$ cat src/rtl/if_id_fetch_stage.sv
// if_id_fetch_stage
//   Instruction-fetch stage with the IF/ID pipeline register of the 16-bit
//   pipelined datapath. Holds the PC and fetches over a req/valid handshake.
//   A one-entry hold buffer absorbs a response that lands while the hazard unit
//   stalls. A branch redirect aimed at an outstanding request is retired
//   through the DROP state, so the stale data never reaches IF/ID.
// Ports
//   clk, rst                 clock, async active-high reset
//   stall, if_flush          hazard-unit hold, control-unit squash of IF/ID
//   branch_taken/_target     fetch redirect from EX
//   imem_req/addr            fetch request (address stable until imem_valid)
//   imem_rdata/valid         fetch response (may be zero-wait)
//   if_id_instr/pc1/valid    IF/ID register outputs
module if_id_fetch_stage #(
    parameter int unsigned          ADDR_W    = 16,
    parameter int unsigned          INSTR_W   = 16,
    parameter logic [ADDR_W-1:0]    RESET_PC  = 16'h0000,
    parameter logic [INSTR_W-1:0]   NOP_INSTR = 16'h0000
) (
    input  logic                clk,
    input  logic                rst,
    input  logic                stall,
    input  logic                if_flush,
    input  logic                branch_taken,
    input  logic [ADDR_W-1:0]   branch_target,
    output logic                imem_req,
    output logic [ADDR_W-1:0]   imem_addr,
    input  logic [INSTR_W-1:0]  imem_rdata,
    input  logic                imem_valid,
    output logic [INSTR_W-1:0]  if_id_instr,
    output logic [ADDR_W-1:0]   if_id_pc1,
    output logic                if_id_valid
);
    typedef enum logic [1:0] {S_IDLE, S_FETCH, S_HOLD, S_DROP} state_t;

    state_t               state_q, state_d;
    logic [ADDR_W-1:0]    pc_q, pc_d;
    logic [ADDR_W-1:0]    drop_addr_q, drop_addr_d;
    logic [INSTR_W-1:0]   hold_instr_q, hold_instr_d;
    logic [ADDR_W-1:0]    hold_pc1_q, hold_pc1_d;
    logic                 hold_vld_q, hold_vld_d;
    logic [INSTR_W-1:0]   instr_q, instr_d;
    logic [ADDR_W-1:0]    pc1_q, pc1_d;
    logic                 vld_q, vld_d;
    logic [ADDR_W-1:0]    pc_inc;

    // Wraps modulo 2^ADDR_W by truncation.
    assign pc_inc = pc_q + {{(ADDR_W-1){1'b0}}, 1'b1};

    // Outputs depend on registered state only, never on stall/if_flush.
    assign imem_req    = (state_q == S_FETCH) || (state_q == S_DROP);
    assign imem_addr   = (state_q == S_DROP) ? drop_addr_q : pc_q;
    assign if_id_instr = instr_q;
    assign if_id_pc1   = pc1_q;
    assign if_id_valid = vld_q;

    always_comb begin
        state_d      = state_q;
        pc_d         = pc_q;
        drop_addr_d  = drop_addr_q;
        hold_instr_d = hold_instr_q;
        hold_pc1_d   = hold_pc1_q;
        hold_vld_d   = hold_vld_q;
        instr_d      = instr_q;
        pc1_d        = pc1_q;
        vld_d        = vld_q;

        case (state_q)
            S_IDLE: begin
                state_d = S_FETCH;
                if (branch_taken) pc_d = branch_target;
            end
            S_FETCH: begin
                if (branch_taken) begin
                    pc_d = branch_target;
                    // No response yet: keep the old address up until it retires.
                    if (!imem_valid) begin
                        state_d     = S_DROP;
                        drop_addr_d = pc_q;
                    end
                end else if (imem_valid) begin
                    pc_d = pc_inc;
                    if (stall) begin
                        hold_instr_d = imem_rdata;
                        hold_pc1_d   = pc_inc;
                        hold_vld_d   = 1'b1;
                        state_d      = S_HOLD;
                    end else begin
                        instr_d = imem_rdata;
                        pc1_d   = pc_inc;
                        vld_d   = 1'b1;
                    end
                end
            end
            S_HOLD: begin
                if (branch_taken) begin
                    hold_vld_d = 1'b0;
                    pc_d       = branch_target;
                    state_d    = S_FETCH;
                end else if (!stall) begin
                    // A flushed buffer releases as a bubble.
                    instr_d    = hold_instr_q;
                    pc1_d      = hold_pc1_q;
                    vld_d      = hold_vld_q;
                    hold_vld_d = 1'b0;
                    state_d    = S_FETCH;
                end
            end
            S_DROP: begin
                if (branch_taken) pc_d = branch_target;
                if (imem_valid)   state_d = S_FETCH;
            end
            default: state_d = S_IDLE;
        endcase

        // Flush beats every load path and empties the hold buffer; pc is untouched.
        if (if_flush) begin
            instr_d      = NOP_INSTR;
            pc1_d        = '0;
            vld_d        = 1'b0;
            hold_instr_d = NOP_INSTR;
            hold_pc1_d   = '0;
            hold_vld_d   = 1'b0;
        end
    end

    always_ff @(posedge clk or posedge rst) begin
        if (rst) begin
            state_q      <= S_IDLE;
            pc_q         <= RESET_PC;
            drop_addr_q  <= RESET_PC;
            hold_instr_q <= NOP_INSTR;
            hold_pc1_q   <= '0;
            hold_vld_q   <= 1'b0;
            instr_q      <= NOP_INSTR;
            pc1_q        <= '0;
            vld_q        <= 1'b0;
        end else begin
            state_q      <= state_d;
            pc_q         <= pc_d;
            drop_addr_q  <= drop_addr_d;
            hold_instr_q <= hold_instr_d;
            hold_pc1_q   <= hold_pc1_d;
            hold_vld_q   <= hold_vld_d;
            instr_q      <= instr_d;
            pc1_q        <= pc1_d;
            vld_q        <= vld_d;
        end
    end
endmodule
$ cat config.mk
export PLATFORM = sky130hd
export DESIGN_NAME = if_id_fetch_stage
export DESIGN_NICKNAME = d
export VERILOG_FILES = /design/src/rtl/if_id_fetch_stage.sv
export SDC_FILE = /design/constraint.sdc
export NUM_CORES = 1
export LEC_CHECK = 0
export ABC_AREA = 1
export CELL_PAD_IN_SITES_DETAIL_PLACEMENT = 0
export CELL_PAD_IN_SITES_GLOBAL_PLACEMENT = 2
export CORE_ASPECT_RATIO = 1.1
export CORE_UTILIZATION = 30
export CTS_CLUSTER_SIZE = 16
export DETAILED_ROUTE_END_ITERATION = 10
export GPL_TIMING_DRIVEN = 0
export PLACE_DENSITY = 0.83
export RECOVER_POWER = 50
export SETUP_SLACK_MARGIN = 0.4
export SYNTH_ARGS = -nofsm -noshare
export SYNTH_HDL_FRONTEND = slang
export SYNTH_SLANG_ARGS = --single-unit
$ cat constraint.sdc
create_clock -name clk -period 3.7 [get_ports clk]
set_input_delay 0.37 -clock clk [delete_from_list [all_inputs] [get_ports clk]]
set_output_delay 0.37 -clock clk [all_outputs]
set_load 0.005 [all_outputs]
After elaboration in Yosys (flattened, before gate mapping)
Cells that the tools add are included.
{"block": "word_totals", "output_inout_bits": 50, "n_memories": 0, "romBits": 0, "word_cells": 92, "latchBits": 0, "ff_bits": 100, "in_bits": 38, "ram_bits": 0}
{"block": "op_classes", "n_shift": 0, "n_bitwise": 1, "addsub": 1, "magnitude_cmp": 0, "reduce_logical": 13, "eq_ne": 17, "div": 0, "n_mul": 0, "muxes": 51}
{"cell": "16-bit 2-to-1 mux", "count": 26}
{"cell": "16-bit one-hot mux with 2 select lines", "count": 3}
{"cell": "3-bit inequality test, second input constant", "count": 10}
{"cell": "16-bit by 1-bit adder with 16-bit output, second input constant", "count": 1}
{"cell": "2-bit 2-to-1 mux", "count": 7}
{"cell": "1-bit 2-to-1 mux", "count": 12}
{"cell": "5-bit AND reduction", "count": 2}
{"cell": "2-bit one-hot mux with 4 select lines", "count": 1}
{"cell": "6-bit AND reduction", "count": 1}
{"cell": "2-bit nonzero test", "count": 3}
{"cell": "2-bit == test, second input constant", "count": 2}
{"cell": "2-bit inequality test, second input constant", "count": 2}
{"cell": "4-bit inequality test, second input constant", "count": 1}
{"cell": "1-bit one-hot mux with 2 select lines", "count": 2}
{"cell": "4-bit AND reduction", "count": 1}
{"cell": "3-bit AND reduction", "count": 1}
{"cell": "3-bit nonzero test", "count": 1}
{"cell": "3-bit OR reduction", "count": 1}
{"cell": "2-bit by 1-bit == test with 1-bit output, second input constant", "count": 1}
{"cell": "2-bit zero test", "count": 1}
{"cell": "2-bit by 1-bit inequality test with 1-bit output, second input constant", "count": 1}
{"cell": "2-bit AND reduction", "count": 1}
{"cell": "1-bit logical OR", "count": 1}
{"cell": "1-bit NOT", "count": 1}

Depth between registers and ports, before layout
Gate-level depths: netlist of run 1.
{"block": "logic_depth", "word_depth": 6, "mapped_depth": 10, "mapped_depth_nobuf": 9}

Worst setup path after synthesis of run 1
Ideal clock, no wire load.
{"block": "synth_timing", "path_type": "register -> register", "from": "register state_q[1]", "to": "register hold_instr_q[10]", "required_time_ps": 3579, "arrival_ps": 1327, "path_buffers": 1, "setup_ps": 121, "period_less_slack_ps": 1447, "stages_incl_launch_ff": 10, "slack_ps": 2253, "path_cell_list": "dfrtp_1 -> inv_2 -> nand2_1 -> nor2_2 -> nand3_1 -> nand2_1 -> inv_2 -> buf_2 -> nand2_1 -> o21ai_1"}
{"block": "synth_via", "elab_chain_len": 3}
{"item": "from (decl)", "line_no": "36", "text": "state_t state_q, state_d;"}
{"item": "from (signal assigned)", "line_no": "139", "text": "state_q <= state_d;"}
{"item": "2-bit by 1-bit == test with 1-bit output", "line_no": "68", "text": "case (state_q)"}
{"item": "2-bit nonzero test (no line)"}
{"item": "4-bit AND reduction (no line)"}
{"item": "to (signal assigned)", "line_no": "142", "text": "hold_instr_q <= hold_instr_d;"}
{"item": "to (decl)", "line_no": "39", "text": "logic [INSTR_W-1:0] hold_instr_q, hold_instr_d;"}
No other way between the ends.
A chain may end at the register's enable or synchronous reset.

Final worst setup path of run 1
{"block": "layout_timing", "from": "register state_q[1]", "to": "output port imem_addr[13]"}
{"block": "layout_via", "elab_chain_len": 2}
{"item": "2-bit == test", "line_no": "52", "text": "assign imem_addr = (state_q == S_DROP) ? drop_addr_q : pc_q;"}
{"item": "16-bit 2-to-1 mux", "line_no": "52"}
{"item": "to (decl)", "line_no": "27", "text": "output logic [ADDR_W-1:0] imem_addr,"}
No other way between the ends.

==> results.json, run 1 <==
{
  "status": "finished with violations",
  "violations": "capacitance limit, slew limit",
  "post_dp_cell_area_um2": 6000,
  "grt_max_degree": 58,
  "crit_chain": "nand2_1, clkbuf_1, nor2_1, a21oi_1, clkdlybuf4s50_1",
  "worst_pin_slew_ns": 2.05,
  "critical_path.max_fanout": 10,
  "nNetsFinal": 787,
  "tritoncts": "done",
  "ys_ff_latch": 100,
  "detail_route.wl_per_cell_um": 14.5,
  "wirelength_um": 13800,
  "post-dp-hpwl_um": 10400,
  "synth_nets": 688,
  "chipWidth_um": 123,
  "p_leak_nw": 3.17,
  "powerDensity_nw_per_um2": 619,
  "path_buf_inv": 2,
  "clockRootBuffer": "clkbuf_16",
  "h-tree-depth": 3,
  "start_util_pct": 30.8,
  "tritoncts.num_buffers": 9,
  "power_w": 0.00390,
  "grt_pass1_vias": 4331,
  "skew_ns": 0.00789,
  "die_area_um2": 16700,
  "clock_latency_ns": 0.35,
  "ir_drop_v": 0.000328,
  "antenna_found_initial": 0,
  "setup_ws_ns": 1.14,
  "rsz0062_at_grt": "false",
  "worstSetupStartpointType": "register",
  "grt_pass1_wl_um": 22700,
  "drt_iter0_markers": 219,
  "clock-sinks": 100,
  "slew_headroom_pct": -37.7,
  "antennaDiodeCount": 0,
  "port_buffers": 87,
  "clock_path_buffers": 2,
  "path_class": "reg -> out",
  "drive_above_1_share_pct": 4.52,
  "cp.required_ns": 3.33,
  "cp_top_family": "buffers and inverters",
  "holdBufCountCts": 0,
  "final_cells": 953,
  "finalSetupViolations": 0,
  "gp_congestion": 0.852,
  "syn_area_um2": 4850,
  "slew_viol_final": 44,
  "yosysUniqueCellTypes": 21,
  "core_um2": 15700,
  "synth-seq-area-share_pct": 51.6,
  "grt_usage_pct": 17.8,
  "final_antenna_net_count": 0,
  "avgSynthCellArea_um2": 7.47,
  "crit_slowest_cell": "clkdlybuf4s50_1",
  "die_y_um": 135,
  "finalHoldViolations": 0,
  "io_pins": 88,
  "place_inst": 937,
  "crit_path_end_kind": "primary output",
  "fmax_mhz": 390,
  "dr.pass1.iters": 6,
  "syn_inst": 649,
  "viasPerCell": 4.68,
  "hold_ws_ns": 0.480,
  "fp-row-count": 48,
  "drv_cap": 1,
  "crit_arrival_ns": 2.19,
  "vias": 4460,
  "final_cell_area_um2": 6290,
  "final_cell_mix": "nand2_1, dfrtp_1, o21ai_0",
  "route.detailed.drc": 0,
  "max_stage_delay_ns": 0.52,
  "hp-class": "reg -> reg",
  "cts_resized": 0,
  "fin_crit_ns": 2.56,
  "min_period_over_period_pct": 69.3,
  "area_growth_pct": 29.9,
  "post_cts_buffers": 0,
  "clkTransAtPathRegs_ns": 0.07,
  "layout_commonest_cell": "nand2_1",
  "dpl_worst_slack_ns": 1.41,
  "synth_warnings": 0,
  "overflow": 0
}
cell type report:
cell class,count,area (µm²)
clock buffer,10,229
clock inverter,6,72.6
timing repair buffer,88,898
inverter,61,230
sequential,100,2500
tap,200,250
multi-input combinational,459,1980
buffer,29,133
fill,1650,9440
tightest hold or removal path, stage by stage, from the launching register on:
cell and delay [ns]:
dfrtp_1 0.35, nand2_1 0.05, nand2_1 0.05
layer usage:
metal  routed length, µm  track usage [%]  vias to the layer above
li1                    -                -                     2259
met1                6700             24.0                     2070
met2                6300             28.7                      112
met3                 553             2.90                       19
met4                 250             6.56                        0
met5                   0                0                        -
kinds of logic after synthesis:
| group | after synthesis | synth area share [%] |
|---|---|---|
| AO/OA/AOI/OAI | 133 | 13.9 |
| XOR/XNOR | 3 | 0.542 |
| adder cells (fa/ha/maj) | 1 | 0.258 |
| buffers and inverters | 90 | 7.46 |
| flip-flops | 100 | 51.6 |
| AND/OR/NAND/NOR | 322 | 26.2 |
through the flow:
stage                     util [%]  TNS, ns
after floorplan                  -        0
after global placement        37.9   -92.71
after detailed placement      38.1        0
after CTS                     40.0        0
after global routing          40.0        0
final                         40.0        0
worst paths after layout:
kind	from	endpoint	slack, ns	depth (start not counted)
max	state_q[1]$_DFFE_PP0P_	imem_addr[13]	1.14	5
min in group asynchronous	rst	if_id_instr[11]$_DFFE_PP0P_	0.99	2
min	if_id_pc1[15]$_DFFE_PP0P_	if_id_pc1[15]$_DFFE_PP0P_	0.48	2
max in group asynchronous	rst	pc_q[14]$_DFFE_PP0P_	1.70	3
max reg2reg	state_q[1]$_DFFE_PP0P_	hold_instr_q[9]$_DFFE_PP0P_	1.86	9
min reg2reg	if_id_pc1[15]$_DFFE_PP0P_	if_id_pc1[15]$_DFFE_PP0P_	0.48	2
registers in the layout (all words and copies together) (netlist names):
register	flops
hold_pc1_q	16
if_id_pc1	16
drop_addr_q	16
if_id_valid	1
hold_vld_q	1
state_q	2
hold_instr_q	16
pc_q	16
if_id_instr	16
synth_stat cells:
| master | instances | area, µm² |
|---|---|---|
| ha_1 | 1 | 12.5 |
| xor2_1 | 2 | 17.5 |
| xnor2_1 | 1 | 8.76 |
| buf_4 | 1 | 7.51 |
| buf_2 | 10 | 50.1 |
| o22ai_1 | 5 | 31.3 |
| nor2_2 | 2 | 12.5 |
| o21ai_0 | 73 | 365 |
| nand3_1 | 29 | 145 |
| nand4_1 | 6 | 37.5 |
| dfrtp_1 | 100 | 2500 |
| inv_2 | 2 | 7.51 |
| nor2_1 | 56 | 210 |
| clkbuf_1 | 17 | 63.8 |
| buf_6 | 1 | 11.3 |
| inv_1 | 59 | 221 |
| a21oi_1 | 21 | 105 |
| nand2_1 | 226 | 848 |
| nand2_2 | 2 | 12.5 |
| o21ai_1 | 34 | 170 |
| nor3_1 | 1 | 5.00 |
power by group:
part | leakage (nW) | internal [W] | switching [W]
Combinational | 1.71 | 0.000630 | 0.000776
Sequential | 1.31 | 0.00133 | 0.000174
Clock | 0.149 | 0.000534 | 0.000449
No activity file was read; power rests on OpenSTA's default activity.
==> run 2: changes to the inputs <==
- CORE_UTILIZATION: 30 -> 27
- PLACE_DENSITY: 0.83 -> 0.79
- clock period: 3.7 -> 2.2 ns (I/O delays scaled with it)
==> run 2 against run 1 <==
The flow now finishes without violations; die area grew 11%; power grew 67%; largest cell class unchanged; core utilization decreased by 2.9 points; final cell count is 5.0% higher; critical path depth unchanged; critical path type unchanged; wire length rose by 4.0%; sequential power rose by 68%; first-iteration DRC count grew 23%; design area rose by 3.8%.
==> results.json, run 2 (same netlist as run 1, synthesis figures left out) <==
{
  "fin_crit_ns": 1.71,
  "n_fill_cell": 1876,
  "r2r-end": "hold_vld_q$_DFFE_PP0P_",
  "r2r_cells": 8,
  "antenna_found_initial": 0,
  "final_antenna_net_count": 0,
  "gp_congestion": 0.861,
  "drt_iter0_markers": 269,
  "clock_path_buffers": 2,
  "grt_max_degree": 33,
  "r2r_start": "state_q[0]$_DFFE_PP0P_",
  "reg2reg_setup_slack_ns": 0.50,
  "hold_start": "imem_rdata[15]",
  "grt_pass1_vias": 4432,
  "path_class": "reg -> out",
  "io_pins": 88,
  "hp-class": "in -> reg",
  "hold_ws_ns": 0.444,
  "place_inst": 977,
  "tritoncts": "done",
  "route.detailed.drc": 0,
  "hold_end": "hold_instr_q[15]$_DFFE_PP0P_",
  "final_cell_area_um2": 6530,
  "finalSetupViolations": 0,
  "chipWidth_um": 130,
  "slew_viol_final": 0,
  "ir_drop_v": 0.000466,
  "critical_path.max_fanout": 10,
  "finalHoldViolations": 0,
  "max_stage_delay_ns": 0.43,
  "slew_headroom_pct": 37.7,
  "worstSetupStartpointType": "register",
  "wirelength_um": 14400,
  "dr.pass1.iters": 4,
  "area_growth_pct": 34.8,
  "post_dp_cell_area_um2": 6080,
  "clock-sinks": 100,
  "die_area_um2": 18500,
  "vias": 4507,
  "min_period_over_period_pct": 77.8,
  "detail_route.wl_per_cell_um": 14.3,
  "final_cell_mix": "nand2_1, dfrtp_1, o21ai_0",
  "die_y_um": 143,
  "skew_ns": 0.00650,
  "crit_arrival_ns": 1.49,
  "drv_cap": 0,
  "clock_latency_ns": 0.35,
  "status": "finished clean",
  "multi_input_area_um2": 2040,
  "crit_chain": "nand2_4, clkbuf_16, nor2_1, a21oi_1, dlygate4sd2_1",
  "overflow": 0,
  "grt_pass1_wl_um": 23400,
  "post-dp-hpwl_um": 10900,
  "final_cells": 1001,
  "rsz0062_at_grt": "true",
  "p_leak_nw": 3.32,
  "fmax_mhz": 584,
  "grt_usage_pct": 16.7,
  "crit_slowest_cell": "dfrtp_2",
  "register_area_um2": 2510,
  "antennaDiodeCount": 0,
  "start_util_pct": 27.5,
  "port_buffers": 87,
  "h-tree-depth": 3,
  "worst_pin_slew_ns": 0.929,
  "crit_path_end_kind": "primary output",
  "powerDensity_nw_per_um2": 996,
  "nNetsFinal": 797,
  "viasPerCell": 4.50,
  "clockRootBuffer": "clkbuf_16",
  "drive_above_1_share_pct": 9.04,
  "tritoncts.num_buffers": 9,
  "worstHoldPathCells": 3,
  "layout_commonest_cell": "nand2_1",
  "core_um2": 17600,
  "holdBufCountCts": 0,
  "clkTransAtPathRegs_ns": 0.07,
  "fp-row-count": 51,
  "cp.required_ns": 1.98
}
## run 2: layout make-up
cell class,count,area share [%]
tap,238,4.56
sequential,100,38.4
timing repair buffer,98,15.0
buffer,29,3.08
clock buffer,10,3.51
multi-input combinational,459,31.2
clock inverter,6,0.747
inverter,61,3.52
## run 2: routing by layer
layer | vias up | share of wire, % | wire [µm] | GRT usage (%)
li1 | 2294 | - | - | -
met1 | 2077 | 48 | 6850 | 22.4
met2 | 121 | 45 | 6520 | 26.9
met3 | 15 | 5.4 | 775 | 3.27
met4 | 0 | 1.5 | 221 | 5.20
met5 | - | 0 | 0 | 0
## run 2: worst max-delay path by stage
stage                                       from                            to  slack, ns  cells after the start
after global placement                       rst   drop_addr_q[11]$_DFFE_PP0P_      -0.35                      2
final                     state_q[0]$_DFFE_PP0P_                  imem_addr[1]       0.49                      5
after floorplan           state_q[1]$_DFFE_PP0P_  hold_instr_q[10]$_DFFE_PP0P_       0.75                      9
after detailed placement            branch_taken           pc_q[9]$_DFFE_PP0P_        0.1                      9
after global routing      state_q[0]$_DFFE_PP0P_        hold_vld_q$_DFFE_PP0P_       0.31                      8
after CTS                 state_q[1]$_DFFE_PP0P_                 imem_addr[14]       0.19                      5
## run 2: where the power goes
group | internal, W | switching (W) | total (W)
Combinational | 0.00108 | 0.00137 | 0.00245
Sequential | 0.00225 | 0.000295 | 0.00254
Clock | 0.000781 | 0.000736 | 0.00152
Total | 0.00411 | 0.00240 | 0.00651
## run 2: critical path, delay by kind of cell, from the launching register on
| kind | cells | cell delay, ns |
|---|---|---|
| buf+inv | 2 | 0.43 |
| simple gates | 2 | 0.17 |
| flops | 1 | 0.43 |
| compound gates | 1 | 0.11 |
## run 2: what timing repair did
action,CTS,global route
resized for setup,27,48
endpoints found under the setup margin,16,81
pin swaps,0,1
setup buffers,3,5
## run 2: through the flow
| step | setup WS [ns] | TNS (ns) | power (W) | util [%] |
|---|---|---|---|---|
| finish | 0.488 | 0 | 0.00651 | 37.1 |
| global route | 0.309 | 0 | 0.00703 | 37.1 |
| CTS | 0.194 | 0 | 0.00660 | 36.4 |
| detailed placement | 0.0987 | 0 | 0.00501 | 34.5 |
| global placement | -0.347 | -33.80 | 0.00496 | 34.2 |
| floorplan | 0.753 | 0 | 0.00377 | - |
